**config.mk**
```make
export PLATFORM = sky130hd
export DESIGN_NAME = input_debouncer_flat
export DESIGN_NICKNAME = d
export VERILOG_FILES = /design/src/rtl/input_debouncer_pkg.sv /design/src/rtl/input_debouncer_if.sv /design/src/rtl/input_debouncer_sync.sv /design/src/rtl/input_debouncer.sv /design/src/flat_wrapper.sv
export SDC_FILE = /design/constraint.sdc
export NUM_CORES = 1
export LEC_CHECK = 0
export CAP_MARGIN = 5
export CORE_AREA = 5 5 42 44
export DETAILED_ROUTE_END_ITERATION = 10
export DIE_AREA = 0 0 47 49
export DONT_BUFFER_PORTS = 1
export GPL_ROUTABILITY_DRIVEN = 0
export PLACE_DENSITY_LB_ADDON = 0.12
export SYNTH_ARGS = -nofsm -noshare
export SYNTH_HDL_FRONTEND = slang
export SYNTH_SLANG_ARGS = --single-unit
export TNS_END_PERCENT = 1
```
**constraint.sdc**
```tcl
create_clock -name clk -period 1.7 [get_ports clk]
set_clock_uncertainty 0.2 [all_clocks]
set_input_delay 0.17 -clock clk [delete_from_list [all_inputs] [get_ports clk]]
set_output_delay 0.17 -clock clk [all_outputs]
set_load 0.03 [all_outputs]
```
**src/rtl/input_debouncer_pkg.sv**
```systemverilog
// Shared types and defaults for the input debouncer: FSM state encoding and
// small state-decoding helpers used by the FSM output logic.
package debounce_pkg;

    localparam int DB_SYNC_STAGES_DEF = 2;
    localparam int DB_CYCLES_DEF      = 4;

    typedef enum logic [1:0] {
        STABLE_LO = 2'b00,
        WAIT_HI   = 2'b01,
        STABLE_HI = 2'b10,
        WAIT_LO   = 2'b11
    } db_state_t;

    // Level presented on d_out while the FSM sits in a given state.
    function automatic logic level_of(input db_state_t st);
        logic lvl;
        case (st)
            STABLE_LO: lvl = 1'b0;
            WAIT_HI:   lvl = 1'b0;
            STABLE_HI: lvl = 1'b1;
            WAIT_LO:   lvl = 1'b1;
            default:   lvl = 1'b0;
        endcase
        return lvl;
    endfunction

    function automatic logic is_wait(input db_state_t st);
        logic w;
        case (st)
            WAIT_HI: w = 1'b1;
            WAIT_LO: w = 1'b1;
            default: w = 1'b0;
        endcase
        return w;
    endfunction

endpackage

```
**src/rtl/input_debouncer_if.sv**
```systemverilog
// Signal bundle between the raw switch source and the debouncer outputs that
// feed the downstream D flip-flop stage.
interface input_debouncer_if;

    logic din;
    logic d_out;
    logic rise;
    logic fall;
    logic busy;

    modport master (
        output din,
        input  d_out,
        input  rise,
        input  fall,
        input  busy
    );

    modport slave (
        input  din,
        output d_out,
        output rise,
        output fall,
        output busy
    );

endinterface

```
**src/rtl/input_debouncer_sync.sv**
```systemverilog
// Multi-flop synchronizer bringing the asynchronous raw input into the clk
// domain; q is d delayed by SYNC_STAGES flops.
module bit_synchronizer
    import debounce_pkg::*;
#(
    parameter int SYNC_STAGES = DB_SYNC_STAGES_DEF
) (
    input  logic clk,
    input  logic reset,
    input  logic d,
    output logic q
);

    logic [SYNC_STAGES-1:0] sync_q;
    logic [SYNC_STAGES-1:0] sync_d;

    // Shift chain next-state: new sample enters at bit 0.
    always_comb begin
        sync_d = {sync_q[SYNC_STAGES-2:0], d};
    end

    // Synchronizer flops, cleared by the synchronous active-low reset.
    always_ff @(posedge clk) begin
        if (!reset) begin
            sync_q <= {SYNC_STAGES{1'b0}};
        end else begin
            sync_q <= sync_d;
        end
    end

    assign q = sync_q[SYNC_STAGES-1];

endmodule

```
**src/rtl/input_debouncer.sv**
```systemverilog
// Debounces a bouncy asynchronous input into a clean level with one-cycle
// rise/fall strobes; all outputs come straight from flops.
module input_debouncer
    import debounce_pkg::*;
#(
    parameter int SYNC_STAGES     = DB_SYNC_STAGES_DEF,
    parameter int DEBOUNCE_CYCLES = DB_CYCLES_DEF
) (
    input  logic               clk,
    input  logic               reset,
    input_debouncer_if.slave   dbif
);

    localparam int              CNT_W    = $clog2(DEBOUNCE_CYCLES + 1);
    localparam logic [CNT_W-1:0] CNT_ZERO = {CNT_W{1'b0}};
    localparam logic [CNT_W-1:0] CNT_ONE  = CNT_W'(1);
    localparam logic [CNT_W-1:0] CNT_LAST = CNT_W'(DEBOUNCE_CYCLES - 1);

    logic       s;
    db_state_t  state_q, state_d;
    logic [CNT_W-1:0] cnt_q, cnt_d;
    logic       d_out_q, d_out_d;
    logic       rise_q, rise_d;
    logic       fall_q, fall_d;
    logic       busy_q, busy_d;

    bit_synchronizer #(
        .SYNC_STAGES (SYNC_STAGES)
    ) u_sync (
        .clk   (clk),
        .reset (reset),
        .d     (dbif.din),
        .q     (s)
    );

    // Next-state, counter and strobe logic; any bounce back drops the partial count.
    always_comb begin
        state_d = state_q;
        cnt_d   = cnt_q;
        rise_d  = 1'b0;
        fall_d  = 1'b0;
        case (state_q)
            STABLE_LO: begin
                if (s) begin
                    state_d = WAIT_HI;
                    cnt_d   = CNT_ONE;
                end else begin
                    cnt_d   = CNT_ZERO;
                end
            end
            WAIT_HI: begin
                if (!s) begin
                    state_d = STABLE_LO;
                    cnt_d   = CNT_ZERO;
                end else if (cnt_q == CNT_LAST) begin
                    state_d = STABLE_HI;
                    cnt_d   = CNT_ZERO;
                    rise_d  = 1'b1;
                end else begin
                    cnt_d   = cnt_q + CNT_ONE;
                end
            end
            STABLE_HI: begin
                if (!s) begin
                    state_d = WAIT_LO;
                    cnt_d   = CNT_ONE;
                end else begin
                    cnt_d   = CNT_ZERO;
                end
            end
            WAIT_LO: begin
                if (s) begin
                    state_d = STABLE_HI;
                    cnt_d   = CNT_ZERO;
                end else if (cnt_q == CNT_LAST) begin
                    state_d = STABLE_LO;
                    cnt_d   = CNT_ZERO;
                    fall_d  = 1'b1;
                end else begin
                    cnt_d   = cnt_q + CNT_ONE;
                end
            end
            default: begin
                state_d = STABLE_LO;
                cnt_d   = CNT_ZERO;
            end
        endcase
        d_out_d = level_of(state_d);
        busy_d  = is_wait(state_d);
    end

    // State, counter and registered outputs; reset wins over everything.
    always_ff @(posedge clk) begin
        if (!reset) begin
            state_q <= STABLE_LO;
            cnt_q   <= CNT_ZERO;
            d_out_q <= 1'b0;
            rise_q  <= 1'b0;
            fall_q  <= 1'b0;
            busy_q  <= 1'b0;
        end else begin
            state_q <= state_d;
            cnt_q   <= cnt_d;
            d_out_q <= d_out_d;
            rise_q  <= rise_d;
            fall_q  <= fall_d;
            busy_q  <= busy_d;
        end
    end

    assign dbif.d_out = d_out_q;
    assign dbif.rise  = rise_q;
    assign dbif.fall  = fall_q;
    assign dbif.busy  = busy_q;

endmodule

```
**src/flat_wrapper.sv**
```systemverilog
// flat-port wrapper written by rule: the top's interface ports become plain ports
module input_debouncer_flat import debounce_pkg::*;
#(
    parameter int SYNC_STAGES     = DB_SYNC_STAGES_DEF,
    parameter int DEBOUNCE_CYCLES = DB_CYCLES_DEF
)
  (clk, reset, dbif_din, dbif_d_out, dbif_rise, dbif_fall, dbif_busy);
  input_debouncer_if dbif_i ();
  input  logic clk;
  input  logic reset;
  input wire logic [$bits(dbif_i.din)-1:0] dbif_din;
  output wire logic [$bits(dbif_i.d_out)-1:0] dbif_d_out;
  output wire logic [$bits(dbif_i.rise)-1:0] dbif_rise;
  output wire logic [$bits(dbif_i.fall)-1:0] dbif_fall;
  output wire logic [$bits(dbif_i.busy)-1:0] dbif_busy;
  assign dbif_i.din = dbif_din;
  assign dbif_d_out = dbif_i.d_out;
  assign dbif_rise = dbif_i.rise;
  assign dbif_fall = dbif_i.fall;
  assign dbif_busy = dbif_i.busy;
  input_debouncer #(.SYNC_STAGES(SYNC_STAGES), .DEBOUNCE_CYCLES(DEBOUNCE_CYCLES)) u_core (.clk(clk), .reset(reset), .dbif(dbif_i));
endmodule
```
==> results.yml <==
outcome:
  status: "finished clean"
hold_path:
  min_path_type: "flop to flop"
timing:
  tns_ps: 0
  rsz0062_at_grt: "no"
  fmax_mhz: 637
  worstMarginPinSlew_ps: 323
  final-hold-violation-count: 0
  period_share: 0.923
  finalCriticalPeriod_ps: 1570
  slew_headroom: 0.783
  setup_viol_count_final: 0
  drv_slew: 0
place:
  place_hpwl_microns: 441
  io_buffers: 0
  place_inst: 45
global_routing:
  grt_overflow: 0
  grt_usage: 0.0649
  first_global_vias: 238
  antenna_found_initial: 0
  grt_pass1_wl_microns: 979
  grt_max_degree: 8
worst_setup_path:
  crit_family: "buffers and inverters"
  critPathSlowestCell: "dlygate4sd3_1"
  start_kind: "input pin"
  cp.arrival_ps: 1510
  slowest_delay_ps: 630
  required_ps: 1640
  cpMostUsedCell: "dlygate4sd3_1"
  end_kind: "flop"
  cp_max_fo: 7
  crit_buf_inv: 2
  path_cells: "dlygate4sd3_1 -> and2_1 -> dlygate4sd3_1"
  worst-setup-path-type: "input pin to flop"
cells_and_area:
  fin_nets: 40
  final_common_cell: "dfxtp_1"
  area_growth_pct: 17.6
  seq_area_sq_um: 200
  drive_gt1_frac: 0.206
  fillers: 156
  fin_cells: 50
  multi_input_area_sq_um: 160
  antenna_cells: 0
  final_cell_mix: "dfxtp_1, nand2_1, nor3b_1, clkbuf_4"
pwr:
  powerDensity_nw_per_um2: 939
  power_mw: 0.408
  peakVddDrop_v: 0.000402
  leakage_nw: 0.152
clock_tree:
  clockBufferDepth: 2
  htree_levels: 1
  clk_pin_slew_ps: 60
  numCtsBuffers: 3
  cts_sinks: 10
  cts_tree: "done"
  clk_latency_ps: 250
  cts_resized: 0
  post-cts-setup-buffer-count: 0
  clock-root-buffer: "clkbuf_4"
synthesis:
  yosys.area.top_type: "dfxtp_1"
  synth.top_cell.area_share: 0.542
  synth-seq-area-share: 0.542
  syn_area_per_cell_sq_um: 12.7
  ys_types: 14
  yosysWarnings: 0
  ys_ff_latch: 10
  synth_cells: 29
  syn_area_sq_um: 369
  synth_nets: 33
  synth_area_leaders: "dfxtp_1, a2111oi_4, nor3b_1"
routing:
  antenna_left: 0
  firstDrtPassIters: 2
  avgRoutedWirePerCell_microns: 11.1
  drt_iter0_markers: 1
  wl_microns: 553
  via_per_inst: 4.50
  vias: 225
  drc: 0
floorplan:
  die_area_sq_um: 2300
  rows: 14
  die_y_microns: 49
  fp.dieW_microns: 47
  start_util: 0.263
  coreArea_sq_um: 1400
  num_io_pins: 7
run:
  maxCapViolations: 0
## layer usage
layer / part of all wire / vias to the layer above / GRT usage
met4: 0.024 / 0 / 0.0691
met3: 0.065 / 2 / 0.0369
met1: 0.37 / 105 / 0.0596
met5: 0 / - / 0
met2: 0.54 / 4 / 0.0905
li1: - / 114 / -
## layout make-up
type / count / area share
Clock buffer: 3 / 0.0519
Inverter: 1 / 0.00865
Multi-Input combinational cell: 17 / 0.369
Sequential cell: 10 / 0.461
Tap cell: 16 / 0.0461
Timing Repair Buffer: 3 / 0.0634
## worst paths after layout
| check | start | end | slack (ps) | depth (start not counted) |
|---|---|---|---|---|
| hold / removal | u_core.u_sync.sync_q[0]$_SDFF_PN0_ | u_core.u_sync.sync_q[1]$_SDFF_PN0_ | 240 | 1 |
| setup reg to reg | u_core.cnt_q[0]$_SDFF_PN0_ | u_core.dbif.d_out$_SDFF_PN0_ | 300 | 3 |
| hold reg to reg | u_core.u_sync.sync_q[0]$_SDFF_PN0_ | u_core.u_sync.sync_q[1]$_SDFF_PN0_ | 240 | 1 |
| setup / recovery | reset | u_core.u_sync.sync_q[0]$_SDFF_PN0_ | 130 | 3 |
## stage by stage
stage	setup slack [ps]	hold WS, ps	util	cell area (sq um)
after floorplan	341	91.7	-	369
after global placement	322	97.4	0.279	392
after detailed placement	317	100	0.279	392
after CTS	138	247	0.310	434
after global routing	109	259	0.310	434
final	130	243	0.310	434
## state kept, by name, indices dropped and copies added (netlist names)
register / cells
u_core.cnt_q: 3
u_core.state_q: 1
u_core.dbif.fall: 1
u_core.dbif.d_out: 1
u_core.dbif.rise: 1
u_core.dbif.busy: 1
u_core.u_sync.sync_q: 2
## what timing repair did
action,4_1_cts,5_1_grt
endpoints found under the hold margin,10,0
hold buffers,2,0
endpoints found under the setup margin,0,0
## cells in the mapped netlist
master and instances:
dfxtp_1 10, nand2_1 3, nor3b_1 3, and2_1 2, mux2i_1 2, a2111oi_4 1, and3b_1 1, buf_2 1
ha_1 1, inv_1 1, nand4b_1 1, nor3_1 1, nor4b_2 1, xnor2_2 1
## kinds of logic (layout without fill, tap and decap cells)
logic type	count (synthesis)	in the layout	share of synthesized area
AND/OR/NAND/NOR	12	12	0.227
flip-flops	10	10	0.542
AO/OA/AOI/OAI	1	1	0.0746
multiplexers	2	2	0.0542
adder cells (fa/ha/maj)	1	1	0.0339
buffers and inverters	2	7	0.0237
XOR/XNOR	1	1	0.0441
## report_power, final
group / switching (mW) / internal, mW / total, mW
logic: 0.00810 / 0.00850 / 0.0166
clock network: 0.0691 / 0.0811 / 0.150
registers: 0.00320 / 0.238 / 0.241
No activity file was read; power rests on OpenSTA's default activity.
